<file path="src/rtl/dpram_fifo_pkg.sv">
// Shared defaults for the dual-port-RAM FIFO controller.
// Latency: n/a (constants only).
// Backpressure: n/a.
package dpram_fifo_pkg;

  // Default geometry matches the double_ram build: 4-bit words, 8 locations.
  localparam int DFLT_DATA_W = 4;
  localparam int DFLT_ADDR_W = 3;
  localparam int DFLT_RD_LAT = 1;
  localparam int DEPTH       = 1 << DFLT_ADDR_W;

  // Width of the optional overflow/underflow event counters.
  localparam int ERR_CNT_W   = 8;

endpackage : dpram_fifo_pkg

</file>
<file path="src/rtl/dpram_fifo_ptr.sv">
// Wrap-around pointer: W-bit counter with increment enable and synchronous clear.
// Latency: o_ptr updates on the edge after i_inc; o_ptr_nxt is the combinational next value.
// Backpressure: none; the caller only raises i_inc for accepted transfers.
//
// Ports
//   clock      in   clock, rising edge
//   i_clr      in   synchronous clear (has priority over i_inc)
//   i_inc      in   advance pointer by one
//   o_ptr      out  current pointer value
//   o_ptr_nxt  out  value o_ptr takes on the next rising edge
module dpram_fifo_ptr #(
  parameter int W = 4
) (
  input  logic         clock,
  input  logic         i_clr,
  input  logic         i_inc,
  output logic [W-1:0] o_ptr,
  output logic [W-1:0] o_ptr_nxt
);

  logic [W-1:0] r_ptr;
  logic [W-1:0] w_ptr_nxt;

  // The extra MSB above the RAM address bits toggles on every wrap, which is
  // what lets the top tell full from empty when the low bits match.
  always_comb begin
    w_ptr_nxt = r_ptr;
    if (i_clr) begin
      w_ptr_nxt = '0;
    end else if (i_inc) begin
      w_ptr_nxt = r_ptr + W'(1);
    end
  end

  always_ff @(posedge clock) begin
    r_ptr <= w_ptr_nxt;
  end

  assign o_ptr     = r_ptr;
  assign o_ptr_nxt = w_ptr_nxt;

endmodule : dpram_fifo_ptr

</file>
<file path="src/rtl/dpram_fifo_ctrl.sv">
// FIFO controller driving a dual-port RAM (write port + read port, single clock).
// Latency: push writes the RAM on the accepting edge; popped word valid RAM_RD_LAT cycles after rd_en is sampled.
// Backpressure: push dropped while full, pop dropped while empty; the requester must hold and retry.
//
// Optional build macro: DPRAM_FIFO_ERR_CNT_EN adds saturating ovf_cnt/udf_cnt outputs.
//
// Ports
//   clock, rst_n           single clock; synchronous active-low reset
//   wr_en, wr_data, full   push side; full is registered
//   rd_en, rd_data,        pop side; rd_data is the RAM q, qualified by rd_valid;
//   rd_valid, empty        empty is registered
//   level                  registered word count, 0..2**ADDR_W
//   ram_wren, ram_wraddress, ram_data, ram_rdaddress, ram_q   RAM connections
//   ovf_cnt, udf_cnt       rejected push / pop counters (macro builds only)
module dpram_fifo_ctrl
  import dpram_fifo_pkg::*;
#(
  parameter int DATA_W     = DFLT_DATA_W,
  parameter int ADDR_W     = DFLT_ADDR_W,
  parameter int RAM_RD_LAT = DFLT_RD_LAT   // fixed by the RAM build, 1..3
) (
  input  logic              clock,
  input  logic              rst_n,
  input  logic              wr_en,
  input  logic [DATA_W-1:0] wr_data,
  output logic              full,
  input  logic              rd_en,
  output logic [DATA_W-1:0] rd_data,
  output logic              rd_valid,
  output logic              empty,
  output logic [ADDR_W:0]   level,
  output logic              ram_wren,
  output logic [ADDR_W-1:0] ram_wraddress,
  output logic [DATA_W-1:0] ram_data,
  output logic [ADDR_W-1:0] ram_rdaddress,
  input  logic [DATA_W-1:0] ram_q
`ifdef DPRAM_FIFO_ERR_CNT_EN
  ,
  output logic [ERR_CNT_W-1:0] ovf_cnt,
  output logic [ERR_CNT_W-1:0] udf_cnt
`endif
);

  localparam int PW = ADDR_W + 1;

  logic [PW-1:0]         w_wr_ptr, w_wr_nxt;
  logic [PW-1:0]         w_rd_ptr, w_rd_nxt;
  logic                  w_push_acc, w_pop_acc;
  logic                  r_full, r_empty;
  logic [PW-1:0]         r_level;
  logic [RAM_RD_LAT-1:0] r_vld_sr;

  // Accept decisions use the flags as registered at the start of the cycle.
  // Both are gated by rst_n so no RAM strobe or pointer move happens on a
  // reset edge, including a push arriving together with reset.
  assign w_push_acc = rst_n & wr_en & ~r_full;
  assign w_pop_acc  = rst_n & rd_en & ~r_empty;

  dpram_fifo_ptr #(.W(PW)) u_wr_ptr (
    .clock     (clock),
    .i_clr     (~rst_n),
    .i_inc     (w_push_acc),
    .o_ptr     (w_wr_ptr),
    .o_ptr_nxt (w_wr_nxt)
  );

  dpram_fifo_ptr #(.W(PW)) u_rd_ptr (
    .clock     (clock),
    .i_clr     (~rst_n),
    .i_inc     (w_pop_acc),
    .o_ptr     (w_rd_ptr),
    .o_ptr_nxt (w_rd_nxt)
  );

  // Flags are computed from the next pointer values so that they are true
  // registers yet already reflect this cycle's accepted push/pop.
  always_ff @(posedge clock) begin
    if (!rst_n) begin
      r_empty <= 1'b1;
      r_full  <= 1'b0;
      r_level <= '0;
    end else begin
      r_empty <= (w_wr_nxt == w_rd_nxt);
      r_full  <= (w_wr_nxt[ADDR_W] != w_rd_nxt[ADDR_W]) &&
                 (w_wr_nxt[ADDR_W-1:0] == w_rd_nxt[ADDR_W-1:0]);
      r_level <= w_wr_nxt - w_rd_nxt;
    end
  end

  // The accept flag walks through a RAM_RD_LAT-deep shift so rd_valid lines
  // up with the RAM's q for the address presented on the accepting edge.
  always_ff @(posedge clock) begin
    if (!rst_n) begin
      r_vld_sr <= '0;
    end else begin
      r_vld_sr <= (r_vld_sr << 1) | RAM_RD_LAT'(w_pop_acc);
    end
  end

`ifdef DPRAM_FIFO_ERR_CNT_EN
  logic [ERR_CNT_W-1:0] r_ovf_cnt, r_udf_cnt;

  // Saturating counts of requests dropped for lack of space / data.
  always_ff @(posedge clock) begin
    if (!rst_n) begin
      r_ovf_cnt <= '0;
      r_udf_cnt <= '0;
    end else begin
      if (wr_en && r_full && (r_ovf_cnt != '1)) begin
        r_ovf_cnt <= r_ovf_cnt + ERR_CNT_W'(1);
      end
      if (rd_en && r_empty && (r_udf_cnt != '1)) begin
        r_udf_cnt <= r_udf_cnt + ERR_CNT_W'(1);
      end
    end
  end

  assign ovf_cnt = r_ovf_cnt;
  assign udf_cnt = r_udf_cnt;
`endif

  assign full          = r_full;
  assign empty         = r_empty;
  assign level         = r_level;
  assign rd_valid      = r_vld_sr[RAM_RD_LAT-1];
  assign rd_data       = ram_q;
  assign ram_wren      = w_push_acc;
  assign ram_wraddress = w_wr_ptr[ADDR_W-1:0];
  assign ram_data      = wr_data;
  assign ram_rdaddress = w_rd_ptr[ADDR_W-1:0];

endmodule : dpram_fifo_ctrl

</file>
<file path="config.mk">
export PLATFORM = sky130hd
export DESIGN_NAME = dpram_fifo_ctrl
export DESIGN_NICKNAME = d
export VERILOG_FILES = /design/src/rtl/dpram_fifo_pkg.sv /design/src/rtl/dpram_fifo_ptr.sv /design/src/rtl/dpram_fifo_ctrl.sv
export SDC_FILE = /design/constraint.sdc
export NUM_CORES = 1
export LEC_CHECK = 0
export BUFFER_PORTS_ARGS = -buffer_cell sky130_fd_sc_hd__buf_2
export CORE_MARGIN = 2
export CORE_UTILIZATION = 44
export CTS_CLUSTER_SIZE = 25
export DETAILED_ROUTE_END_ITERATION = 10
export PLACE_DENSITY = 0.76
export REMOVE_ABC_BUFFERS = 1
export SLEW_MARGIN = 25
export SYNTH_ARGS = -nofsm -noshare
export SYNTH_HDL_FRONTEND = slang
export SYNTH_HIERARCHICAL = 1
export SYNTH_SLANG_ARGS = --single-unit
</file>
<file path="constraint.sdc">
create_clock -name clock -period 2.25 [get_ports clock]
set_clock_uncertainty 0.2 [all_clocks]
set_input_delay 0 -clock clock [delete_from_list [all_inputs] [get_ports clock]]
set_output_delay 0 -clock clock [all_outputs]
set_load 0.005 [all_outputs]
</file>
==> out/results.ini <==
[outcome]
status=completed

[setup_path]
crit_type=input port to flop
path_delay_family=buffers and inverters
critPathMaxFanout=5
r2r-end=level[3]$_SDFF_PN0_
slowest_stage=dlygate4sd3_1
worst_setup_path_end_kind=flop
arrival_ns=2.09
cp_common_cell=a21oi_1
required_ns=2.22
slowest_delay_ns=0.53
crit_chain=dlygate4sd3_1 > buf_2 > nand2_1 > nor2_4 > nand3b_1 > a21oi_1 > inv_1 > ha_1 > a21oi_1 > and3_1 > nor3_2
r2r_slack_ns=0.14
critPathBufInv=3
cp-start-kind=input port
r2r_cells=8
r2r_start=u_rd_ptr/o_ptr[0]$_DFF_P_

[detailed_routing]
via_per_inst=4.90
routed_wl_mm=1.53
ant_nets=0
vias=563
drt_iter0_markers=6
dr.pass1.iters=2
wire_per_inst_um=13.3
drc=0

[min_path]
min_from=empty$_SDFF_PN1_
hold_path.class=flop to flop
holdPathEnd=rd_valid$_SDFF_PN0_
whs_path_depth=1

[grt]
grt_max_degree=15
grt_pass1_vias=593
grt_usage_pct=17.7
grt_antenna_before_repair=0
grt_pass1_wl_mm=2.48
grt.overflow.total=0

[placed_design]
port_buffers=17
dp_hpwl_um=966
post_dp_cell_area_um2=766
gp_congestion=0.723

[sta]
fin_crit_ns=2.12
worst_pin_slew_ns=0.452
period_share_pct=94.2
fmax_mhz=472
drv_slew=0
rsz0062_at_grt=false
relSlewSlack_pct=69.8
finalHoldViolCount=0
setup_viol=0
finalSetupTns_ns=0

[yosys]
synth_seq_cells=15
syn_avg_cell_area_um2=9.61
yosysSeqAreaShare_pct=41.7
syn_area_um2=721
yosysWarningCount=6
yosys.cell_count.top_type=dfxtp_1
synth-edff-count=0
ys_async_sr_fraction_pct=0
synthTopCellsByArea=dfxtp_1, ha_1, buf_4
ys_types=20
yosys.area.top_type=dfxtp_1
netlist_instances=75
synth.top_cell.area_share_pct=41.7
synth_common_cells=dfxtp_1, nor2_1, buf_4
synthFlopType=dfxtp_1

[clock_tree]
root_buffer=clkbuf_4
cts_setup_buffers=0
cts_tree=yes
clockBufferDepth=2
cts_sinks=15
htree_levels=1
worstSkewPairLatency_ns=0.29
clkSlewWorstSetupHoldPaths_ns=0.09
cts_buffers=3

[layout]
drive_gt1_share_pct=29.3
area_growth_syn_to_layout_pct=27.1
nets=118
final_cell_area_um2=916
n_antenna_cell=0

[die]
row_count=14
initial_core_util_pct=47.3
io_pins=34
core_um2=1520
die_h_um=44.5
die_w_um=44.5
design.die.area_um2=1980

[job]
cap_violations=0

[power_and_ir_drop]
powerDensity_nw_per_um2=544
p_leak_nw=0.432
totalPowerFinal_w=0.000498
ir_drop_v=0.000479

## placed cells by master (no fill, tap or decap), drive strengths merged
cell | Yosys | routed
dfxtp | 15 | 15
dlygate4sd3 | 0 | 11
ha | 5 | 5
a21bo | 2 | 2
mux2 | 2 | 2
buf | 8 | 17
nand3 | 1 | 1
and3 | 1 | 1
mux2i | 2 | 2
clkinv | 0 | 1
xnor2 | 2 | 2
clkbuf | 0 | 3
nand2 | 3 | 3
nor2 | 13 | 13
fa | 1 | 1
nor2b | 2 | 2
nand3b | 3 | 3
a21oi | 4 | 4
inv | 5 | 5
o21ai | 1 | 1
nand4 | 2 | 2
nor3 | 1 | 1
xor2 | 2 | 2
## sequential cells by signal, summed over array words and instances (netlist names)
| name | cells |
|---|---|
| level | 4 |
| full | 1 |
| u_rd_ptr/o_ptr | 4 |
| u_wr_ptr/o_ptr | 4 |
| empty | 1 |
| rd_valid | 1 |
## worst register-to-register path, cell delays in order, from the launching register on
cell	delay, ns
dfxtp_1	0.36
ha_1	0.24
a21bo_2	0.21
a21oi_1	0.15
inv_1	0.07
ha_1	0.34
a21oi_1	0.20
and3_1	0.19
nor3_2	0.04
## power by group
part | leakage, nW | internal (W) | switching [W]
clock | 0.0177 | 0.0000662 | 0.0000898
sequential | 0.122 | 0.000273 | 0.00000598
combinational | 0.293 | 0.0000327 | 0.0000304
total | 0.432 | 0.000372 | 0.000126
## through the flow
stage                     instances  hold slack [ns]  util, %  setup WS, ns
after floorplan                  67           -0.200        -         0.275
after global placement          100           -0.200     50.2         0.143
after detailed placement        100           -0.200     50.2         0.124
after CTS                       115            0.260     59.3       0.00209
after global routing            115            0.300     60.1        0.0203
final                           115            0.307     60.1         0.131
## cell families (layout without fill, tap and decap cells)
kind of cell | after synthesis | after routing | share of synthesized area [%]
xor+xnor | 4 | 4 | 4.86
fa+ha+maj | 6 | 6 | 11.5
buf+inv | 13 | 37 | 10.9
mux | 4 | 4 | 6.94
simple gates | 26 | 26 | 17.9
flops | 15 | 15 | 41.7
compound gates | 7 | 7 | 6.25
## routing by layer
metal	up-vias	wire [µm]	track usage, %
met5	-	0	0
met4	0	19	5.45
met3	5	93	8.57
met2	15	769	30.7
met1	256	644	18.7
li1	287	-	-
## layout make-up
| class | count | area [µm²] |
|---|---|---|
| inverters | 5 | 18.8 |
| repair buffers | 28 | 195 |
| fillers | 142 | 608 |
| clock inverters | 1 | 5.00 |
| flip-flops and latches | 15 | 300 |
| clock buffers | 3 | 22.5 |
| well taps | 16 | 20.0 |
| multi-input cells | 47 | 354 |
## what timing repair did
action,4_1_cts,5_1_grt
resized for setup,0,4
hold buffers,11,0
endpoints found under the hold margin,12,0
endpoints found under the setup margin,0,4
## worst max path at each step
stage / from / end / cells after the start
global route: rst_n / level[2]$_SDFF_PN0_ / 11
detailed placement: full$_SDFF_PN0_ / level[2]$_SDFF_PN0_ / 8
finish: rst_n / level[3]$_SDFF_PN0_ / 11
global placement: full$_SDFF_PN0_ / level[2]$_SDFF_PN0_ / 8
floorplan: full$_SDFF_PN0_ / level[2]$_SDFF_PN0_ / 8
CTS: rst_n / level[3]$_SDFF_PN0_ / 11
Note: power is estimated with default switching activity, not from simulation.
